--- src/rtl/alu_disp_pkg.sv ---
// Shared types and constants for the ALU result BCD display block.
package alu_disp_pkg;

  typedef enum logic [1:0] {
    IDLE  = 2'd0,
    SHIFT = 2'd1,
    DONE  = 2'd2
  } state_e;

  localparam int         ITER  = 8;
  localparam logic [6:0] BLANK = 7'b1111111;

  // Double-dabble correction: a digit of 5 or more would overflow past 9 after the shift.
  function automatic logic [3:0] dabble_adj(input logic [3:0] digit);
    return (digit >= 4'd5) ? digit + 4'd3 : digit;
  endfunction

endpackage

--- src/rtl/alu_bcd_display_hex_decoder.sv ---
// BCD digit to active-low seven-segment pattern {g,f,e,d,c,b,a}; non-decimal codes go dark.
module hex_decoder
  import alu_disp_pkg::*;
(
  input  logic [3:0] digit_i,
  output logic [6:0] seg_o
);

  always_comb begin
    // NOTE: a default before the case keeps every path assigned, so no latch is inferred.
    seg_o = BLANK;
    unique case (digit_i)
      4'd0: seg_o = 7'b1000000;
      4'd1: seg_o = 7'b1111001;
      4'd2: seg_o = 7'b0100100;
      4'd3: seg_o = 7'b0110000;
      4'd4: seg_o = 7'b0011001;
      4'd5: seg_o = 7'b0010010;
      4'd6: seg_o = 7'b0000010;
      4'd7: seg_o = 7'b1111000;
      4'd8: seg_o = 7'b0000000;
      4'd9: seg_o = 7'b0010000;
      default: seg_o = BLANK;
    endcase
  end

endmodule

--- src/rtl/alu_bcd_display.sv ---
// Sequential double-dabble converter: 8-bit ALU result to three BCD digits with
// seven-segment decodes and optional leading-zero blanking.
module alu_bcd_display
  import alu_disp_pkg::*;
#(
  parameter bit LZ_BLANK = 1'b1
) (
  input  logic        Clock,
  input  logic        Reset_b,
  input  logic        Start,
  input  logic [7:0]  Value,
  output logic        Busy,
  output logic        Done,
  output logic [11:0] BCD,
  output logic [6:0]  HEX2,
  output logic [6:0]  HEX1,
  output logic [6:0]  HEX0
);

  state_e      state_q;
  logic [7:0]  bin_q;
  logic [11:0] scratch_q;
  logic [3:0]  count_q;
  logic [11:0] bcd_q;

  logic [7:0]  bin_d;
  logic [11:0] scratch_d;
  logic [11:0] adjusted;

  always_comb begin
    adjusted = {dabble_adj(scratch_q[11:8]),
                dabble_adj(scratch_q[7:4]),
                dabble_adj(scratch_q[3:0])};
    {scratch_d, bin_d} = {adjusted, bin_q} << 1;
  end

  // bcd_q is only written on the last iteration so partial scratch never reaches the display.
  always_ff @(posedge Clock or negedge Reset_b) begin
    if (!Reset_b) begin
      state_q   <= IDLE;
      bin_q     <= '0;
      scratch_q <= '0;
      count_q   <= '0;
      bcd_q     <= '0;
    end else begin
      // NOTE: state updates use <= so every register samples pre-edge values.
      unique case (state_q)
        IDLE: begin
          if (Start) begin
            bin_q     <= Value;
            scratch_q <= '0;
            count_q   <= '0;
            state_q   <= SHIFT;
          end
        end
        SHIFT: begin
          bin_q     <= bin_d;
          scratch_q <= scratch_d;
          count_q   <= count_q + 4'd1;
          if (count_q == 4'(ITER - 1)) begin
            bcd_q   <= scratch_d;
            state_q <= DONE;
          end
        end
        DONE: begin
          state_q <= IDLE;
        end
        default: begin
          state_q <= IDLE;
        end
      endcase
    end
  end

  assign Busy = (state_q != IDLE);
  assign Done = (state_q == DONE);
  assign BCD  = bcd_q;

  logic [6:0] seg2, seg1, seg0;

  hex_decoder u_dec2 (.digit_i(bcd_q[11:8]), .seg_o(seg2));
  hex_decoder u_dec1 (.digit_i(bcd_q[7:4]),  .seg_o(seg1));
  hex_decoder u_dec0 (.digit_i(bcd_q[3:0]),  .seg_o(seg0));

  logic hund_zero, tens_zero;
  assign hund_zero = (bcd_q[11:8] == 4'd0);
  assign tens_zero = (bcd_q[7:4] == 4'd0);

  assign HEX2 = (LZ_BLANK && hund_zero)              ? BLANK : seg2;
  assign HEX1 = (LZ_BLANK && hund_zero && tens_zero) ? BLANK : seg1;
  assign HEX0 = seg0;

endmodule
--- config.mk ---
export PLATFORM = sky130hd
export DESIGN_NAME = alu_bcd_display
export DESIGN_NICKNAME = d
export VERILOG_FILES = /design/src/rtl/alu_disp_pkg.sv /design/src/rtl/alu_bcd_display_hex_decoder.sv /design/src/rtl/alu_bcd_display.sv
export SDC_FILE = /design/constraint.sdc
export NUM_CORES = 1
export LEC_CHECK = 0
export CORE_UTILIZATION = 55
export CTS_CLUSTER_DIAMETER = 60
export CTS_CLUSTER_SIZE = 8
export DETAILED_ROUTE_END_ITERATION = 7
export PLACE_DENSITY_LB_ADDON = 0.15
export SYNTH_ARGS = -nofsm -noshare
export SYNTH_HDL_FRONTEND = slang
export SYNTH_SLANG_ARGS = --single-unit
export TNS_END_PERCENT = 50
--- constraint.sdc ---
create_clock -name Clock -period 3.7 [get_ports Clock]
set_input_delay 0.74 -clock Clock [delete_from_list [all_inputs] [get_ports Clock]]
set_output_delay 0.74 -clock Clock [all_outputs]
set_load 0.005 [all_outputs]
After elaboration in Yosys (flattened, before gate mapping) --
Memories as Yosys holds them, arrays and structs flattened. Index checks and enable logic that the tools add are counted.
Word-level totals: register bits 38, latch bits 0, bits in writable memories 0, ROM bits 336, input bits 11, output and inout port bits 35, logic and storage cells 43, memories kept 3
Memories:
- (name not given) | words 16, width 7, read ports 1, clocked after Yosys merged registers in 0, wr ports 0, line alu_bcd_display_hex_decoder.sv:12 | unique case (digit_i)
- (name not given) | words 16, width 7, read ports 1, clocked after Yosys merged registers in 0, wr ports 0, line alu_bcd_display_hex_decoder.sv:12
- (name not given) | words 16, width 7, read ports 1, clocked after Yosys merged registers in 0, wr ports 0, line alu_bcd_display_hex_decoder.sv:12
Operators by class: add/subtract/negate cells 4, multiply operators 0, div/mod/pow operators 0, magnitude comparators 3, equality and inequality tests 5, shift operators 0, mux-type cells 14, bitwise gates (word level) 0, reductions and logical operators 9
Operator list (number):
- 12-bit one-hot mux with 2 select lines | 1
- 8-bit one-hot mux with 2 select lines | 1
- 7-bit two-way mux | 2
- 4-bit by 3-bit >= comparator with 1-bit output (second input constant) | 3
- 12-bit two-way mux | 1
- 4-bit two-way mux | 3
- 4-bit by 2-bit adder with 4-bit output (second input constant) | 2
- 4-bit zero test | 2
- 8-bit two-way mux | 1
- 4-bit one-hot mux with 2 select lines | 1
- 2-bit AND reduction | 3
- 4-bit by 1-bit adder with 4-bit output (second input constant) | 1
- 4-bit by 3-bit equality test with 1-bit output (second input constant) | 1
- 2-bit two-way mux | 2
- 2-bit != test (second input constant) | 2
- 2-bit one-hot mux with 2 select lines | 1
- 2-bit nonzero test | 2
- 3-bit by 2-bit adder with 3-bit output (second input constant) | 1
- 3-bit two-way mux | 1
- 2-bit by 1-bit equality test with 1-bit output (second input constant) | 1
- 2-bit equality test (second input constant) | 1
- 2-bit zero test | 1
- 1-bit logical AND | 1

Logic depth before layout (Yosys ltp) --
Gate-level depths: netlist (run 1).
depth in word-level cells 3, mapped depth 6, depth with buffers taken out 6

Modules after synthesis --
A second synthesis (run 1) with hierarchy kept.
Second synthesis, totals: cell total of the unflattened synthesis 290, area, all modules 2611.3 µm²
By module, submodules not included:
- alu_bcd_display | instances 1, cells each 193, area each 1990.7 µm², seq. area each 950.9 µm²
- hex_decoder at u_dec0 ... | instances 2, cells each 33, area each 210.2 µm², seq. area each 0.0 µm²
- hex_decoder at u_dec1 | instances 1, cells each 31, area each 200.2 µm², seq. area each 0.0 µm²

Worst setup path before layout (run 1) --
OpenSTA, ideal clock, no wires.
path kind register -> output, start point register bcd_q[8] (netlist: BCD[8]), end point output HEX1[0], arrival time 1299 ps, required time 2960 ps, setup slack 1661 ps, stages on the path, launching flop included 6, path buffers 0, cell sequence dfrtp_1 > inv_1 > ha_1 > nor4b_1 > nand3b_1 > o21ai_0
On the way: word-level cells in the longest chain between the ends 3
RTL lines:
- start: declaration | line alu_bcd_display.sv:24 | logic [11:0] bcd_q;
- start signal: assignment | line alu_bcd_display.sv:61 | bcd_q <= scratch_d;
- 4-bit zero test | line alu_bcd_display.sv:86 | assign hund_zero = (bcd_q[11:8] == 4'd0);
- 1-bit logical AND | line alu_bcd_display.sv:90 | assign HEX1 = (LZ_BLANK && hund_zero && tens_zero) ? BLANK : seg1;
- 7-bit two-way mux | line alu_bcd_display.sv:90
- end: declaration | line alu_bcd_display.sv:16 | output logic [6:0] HEX1,
Every way passes these cells.

Worst setup path after layout (run 1) --
Same ends and word-level chain as after synthesis.

==> metrics, run 1 <==
Slew Limit Fails=0; Inserted Clock Buffers=5; WP data arrival=2.28 ns; Seq cells post-synth=38; GRT overflow=0; total number of vias=approximately 2,100; Syn Inst Count=roughly 280; Slew @ Worst Pin=0.8218 ns; DP Wirelength=~3.5 mm; Fin Hold WS=around 0.5 ns; Final TNS setup=0 ns; fin crit period=between 3 and 4 ns; post-cts sizing count=0; DR WL met2=roughly 2.4 mm; syn nets=approximately 320; die area=0.004758 sq mm; Core ar.=between 0.004 and 0.005 sq mm; Nets=~360; sequential element share of the synthesized area=between 30% and 40%; Final setup viols=0; status=complete, no violations; largest net degree at the start of global routing=39; Sink Count=38; CP peak stage delay=~0.52 ns; number of port buffers=45; Metal-1 WL=around 2.3 mm; die width=68.98 um; top sig layer=met4; slowest stage cell, crit path=clkdlybuf4s50_1; first-pass GRT wire length=around 8.3 mm; buffer depth of the longest clock path=2; post-route core utilization=72.25%; unrepaired setup endpoints after global routing=false; multi-input combinational cell area=0.001380 sq mm; Syn. warnings=0; count leader, synth=dfrtp_1; Setup crit end kind=output port; root buffer cell=clkbuf_8; layout cell share with drive strength beyond 1=under 10%; setup bufs post-CTS=0; maximum VDD drop=between 0.4 and 0.5 mV; Ant. Diodes=0; GP Congestion=0.7503; min-delay worst type=reg -> reg; die height=slightly below 70 um; Syn Area/Cell=a little under 9 sq um; initial antenna violation count=0; Post-synth top flop=dfrtp_1; Top Ports=46; Clock Latency Late Sink=between 0.2 and 0.3 ns; largest fanout on the critical path=7; Pre-antenna DRT Iters=4; Tot GR Track Use=roughly a quarter; htree depth=2; P&R area growth vs syn=21.35%; share of flip-flops with an asynchronous set or reset=100.0%; kind of critical path=reg -> out; final worst path period share=~82%; Synth top cells by count=38 x dfrtp_1, 34 x o21ai_0, 31 x nor2_1; worst-path cell chain=inv_1 -> ha_1 -> nor4b_1 -> nand3b_1 -> o21ai_0 -> clkdlybuf4s50_1; mapped cell area=approximately 0.0025 sq mm; DR vias/cell=5.587; DRT Wirelength=~5 mm; CTS Hold Bufs=0; met3 wire length=about 170 um; areal power density over the cells=around 960 mW/mm^2; WP buf/inv=2; Leak=0.001308 uW; endpoints failing hold=0; Starting DRT DRC Count=75; startpoint types=flip-flop; row count=23; CTS tree=done; drt wl/cell=roughly 13 um; Req. time, crit path=between 2 and 3 ns; Fmax=~330 MHz; Seq. cell area=approximately 950 sq um; skew final=around 0.0043 ns; post-synth top area share=38.54%; vias in the first global route=1,856; Synth area leaders=dfrtp_1 39%, ha_1 11%, o21ai_0 6.9%; # DRC=0; Yosys cell types=36; fillers=between 300 and 400; dominant cell type by area after synthesis=dfrtp_1; EDFF count, synth=0; Initial Util=59.54%; Antenna Nets Post-Route=0; Worst slew margin=a little under half; Max-Cap Viols=0; crit-path leading delay family=buffers and inverters; Worst-path clk slew=around 0.070 ns
[flip-flops by register name (all words and copies together), names as in the netlist]
name / count
BCD: 12
bin_q: 8
count_q: 4
scratch_q: 12
state_q: 2
[power breakdown]
| part | switching, uW | leakage [uW] | internal, uW |
|---|---|---|---|
| clock | 143 | 0.0000482 | 150 |
| sequential | 279 | 0.000476 | 604 |
| combinational | 749 | 0.000783 | 961 |
| total | 1170 | 0.00131 | 1710 |
[worst register-to-register path, cell delays in order (launching register included)]
cell and delay [ns]:
dfrtp_1 0.65, nand2b_4 0.21, nor3_4 0.72, mux2_2 0.42
[through the flow]
| stage | instance area [sq um] | setup WS [ns] | instances | total power, uW |
|---|---|---|---|---|
| 5_1_grt | 2994 | 0.3881 | 373 | 3196 |
| 4_1_cts | 2994 | 0.6606 | 373 | 2907 |
| 2_1_floorplan | 2467 | 1.661 | 284 | 1851 |
| 6_report | 2994 | 0.6782 | 373 | 2885 |
| 3_3_place_gp | 2903 | 1.092 | 365 | 2541 |
| 3_5_place_dp | 2903 | 0.9898 | 365 | 2605 |
[per-layer routing]
metal	up-vias	global-route usage, %
met1	986	30.37
met5	-	0
met2	44	39.68
met3	8	5.099
met4	0	8.418
li1	1046	-
[final timing paths]
path | startpoint | endpoint | slack [ns] | cells past startpoint
setup / recovery | BCD[8] | HEX1[0] | 0.68 | 6
hold / removal | bin_q[0] | bin_q[0] | 0.50 | 2
setup reg to reg | state_q[0] | BCD[1] | 1.59 | 3
hold reg to reg | bin_q[0] | bin_q[0] | 0.50 | 2
max in group asynchronous | Reset_b | BCD[5] | 2.65 | 1
min in group asynchronous | Reset_b | count_q[0] | 0.54 | 1
[layout make-up]
| type | instances | share of cell area (%) |
|---|---|---|
| clock inverter | 1 | 0.1672 |
| timing repair buffer | 45 | 14.88 |
| tap | 50 | 2.089 |
| clock buffer | 7 | 2.883 |
| multi-input combinational | 215 | 46.09 |
| sequential | 38 | 31.76 |
| inverter | 17 | 2.131 |
[kinds of logic after synthesis]
kind of cell	after synthesis	share of synthesized area, %
and+or+nand+nor	95	19.57
DFF	38	38.54
muxes	8	3.905
adders and majority gates	22	11.16
buffers and inverters	31	5.527
xor gates and xnor gates	3	1.065
AOI/OAI and AO/OA	87	20.23
[cells in the final DEF, fill, tap and decap left out, types with 2 or more instances in the layout]
| master | instances |
|---|---|
| nor3b_1 | 2 |
| or3b_2 | 3 |
| inv_1 | 17 |
| xnor2_1 | 3 |
| dfrtp_1 | 38 |
| mux2_2 | 5 |
| nor2_1 | 31 |
| o22ai_1 | 2 |
| mux2_4 | 2 |
| a21oi_1 | 29 |
| nand2b_1 | 9 |
| nor3_1 | 6 |
| o21ai_0 | 34 |
| a22oi_1 | 8 |
| a22o_1 | 6 |
| a211oi_1 | 2 |
| nor2b_1 | 10 |
| ha_1 | 22 |
| clkbuf_8 | 6 |
| clkdlybuf4s50_1 | 44 |
| nand2_1 | 23 |
| a31oi_1 | 4 |
| or2_2 | 3 |
(Power assumes the default switching activity.)
==> run 2, diff against run 1 <==
CORE_UTILIZATION = 52   (was 55)
clock period = 3 ns   (was 3.7 ns; I/O delays follow)
==> metrics, run 2 (same netlist as run 1, synthesis figures left out) <==
status=complete, no violations; DP Wirelength=about 3.4 mm; layout cell share with drive strength beyond 1=a little under a tenth; number of port buffers=45; min-delay worst type=in -> async; endpoints failing hold=0; Cell Area, Placed=0.002913 sq mm; Req. time, crit path=2.40 ns; fin crit period=between 2 and 3 ns; Inserted Clock Buffers=5; final worst path period share=between 90% and 100%; Slew @ Worst Pin=between 0.8 and 0.9 ns; Antenna Nets Post-Route=0; setup bufs post-CTS=0; vias in the first global route=1,907; largest net degree at the start of global routing=39; first-pass GRT wire length=about 8.6 mm; Max-Cap Viols=0; Slew Limit Fails=0; DRT Wirelength=4.903 mm; crit-path leading delay family=buffers and inverters; die area=0.005025 sq mm; CP peak stage delay=between 0.5 and 0.6 ns; initial antenna violation count=0; Pre-antenna DRT Iters=7; Final TNS setup=0 ns; Seq pwr share=slightly below 30%; Core ar.=0.004444 sq mm; Fmax=around 360 MHz; R2R depth=4; skew final=about 0.0042 ns; Internal Power=between 2000 and 2500 uW; startpoint types=flip-flop; WP buf/inv=2; maximum VDD drop=0.4884 mV; slowest stage cell, crit path=clkdlybuf4s50_1; P&R area growth vs syn=23.99%; Seq. cell area=roughly 950 sq um; WP data arrival=~2.2 ns; Leak=between 0.001 and 0.0015 uW; Ant. Diodes=0; kind of critical path=reg -> out; most frequent cells in the layout=44 x clkdlybuf4s50_1, 37 x dfrtp_1, 34 x o21ai_0; Worst slew margin=43.82%; Setup crit end kind=output port; die width=70.89 um; Final setup viols=0; drt wl/cell=13.04 um; areal power density over the cells=1219 mW/mm^2; net switching power=1442 uW; Sink Count=38; die height=between 70 and 80 um; GP Congestion=between 0.8 and 0.9; largest fanout on the critical path=7; reg-to-reg slack, setup=1.00 ns; root buffer cell=clkbuf_8; GRT overflow=0; Initial Util=a little under three fifths; total number of vias=between 2,000 and 2,500; Tot GR Track Use=21.54%; buffer depth of the longest clock path=2; reg-to-reg startpoint=state_q[0]; Starting DRT DRC Count=73; DR vias/cell=between 5 and 6; switching portion of total power=38.67%; commonest non-fill, non-tap cell in the layout=clkdlybuf4s50_1; Nets=356; Logic pwr share=56.3%; CTS tree=done; # DRC=0; row count=24; fillers=380; worst-path cell chain=inv_2 -> ha_2 -> nor4b_1 -> nand3b_1 -> o21ai_0 -> clkdlybuf4s50_1; Clock Latency Late Sink=0.29 ns; R2R Path End=BCD[5]; Top Ports=46; Worst-path clk slew=0.08 ns; multi-input combinational cell area=between 0.001 and 0.0015 sq mm; fin area=approximately 0.0031 sq mm; htree depth=2; unrepaired setup endpoints after global routing=false; clock power share=between 10% and 20%
-- run 2: worst register-to-register path: stages, from the launching register on --
cell,delay [ns]
dfrtp_1,0.66
nand2b_4,0.21
nor3_4,0.44
buf_4,0.27
mux2_4,0.31
-- run 2: what timing repair did --
item / CTS / global route
hold buffers: 0 / 0
resized for setup: 0 / 4
endpoints found under the setup margin: 0 / 7
-- run 2: worst max path at each step --
stage          startpoint      end  slack (ns)  cells after the start
5_1_grt            BCD[9]  HEX1[0]       0.009                      6
6_report           BCD[9]  HEX1[0]        0.20                      6
2_1_floorplan      BCD[8]  HEX1[0]        1.10                      5
4_1_cts            BCD[9]  HEX1[0]        0.12                      6
3_3_place_gp       BCD[9]  HEX1[0]        0.52                      6
3_5_place_dp       BCD[9]  HEX1[0]        0.45                      6
-- run 2: power groups by stage --
| stage | sequential [uW] | combinational (uW) | clock (uW) |
|---|---|---|---|
| 2_1_floorplan | 961 | 1320 | 0 |
| 3_3_place_gp | 1080 | 2060 | 0 |
| 3_5_place_dp | 1100 | 2100 | 0 |
| 4_1_cts | 1090 | 2120 | 545 |
| 5_1_grt | 1150 | 2380 | 568 |
| 6_report | 1100 | 2100 | 537 |
-- run 2: metal layers --
layer	vias to the layer above	global-route usage [%]	share of wire (%)	wire length, um
li1	1049	-	-	-
met1	942	27.58	48	2339
met2	44	35.90	47	2318
met3	7	3.989	3.5	172
met4	0	9.333	1.5	72
met5	-	0	0	0
-- run 2: per-stage QoR --
| stage | std cells | util, % | hold slack, ns | worst slack [ns] | total power (uW) |
|---|---|---|---|---|---|
| after CTS | 376 | 68.75 | 0.4362 | 0.1202 | 3747 |
| after detailed placement | 368 | 65.54 | 0.5017 | 0.4543 | 3196 |
| after global routing | 376 | 68.83 | 0.4663 | 0.008768 | 4095 |
| final | 376 | 68.83 | 0.4120 | 0.2020 | 3731 |
| after floorplan | 284 | - | 0.3044 | 1.101 | 2283 |
| after global placement | 368 | 65.54 | 0.4908 | 0.5222 | 3139 |
-- run 2: layout make-up --
type | instances | share of cell area, %
tap | 52 | 2.127
timing repair buffer | 46 | 14.81
clock buffer | 6 | 2.699
inverter | 17 | 2.086
sequential | 38 | 31.12
clock inverter | 2 | 1.963
multi-input combinational | 215 | 45.19
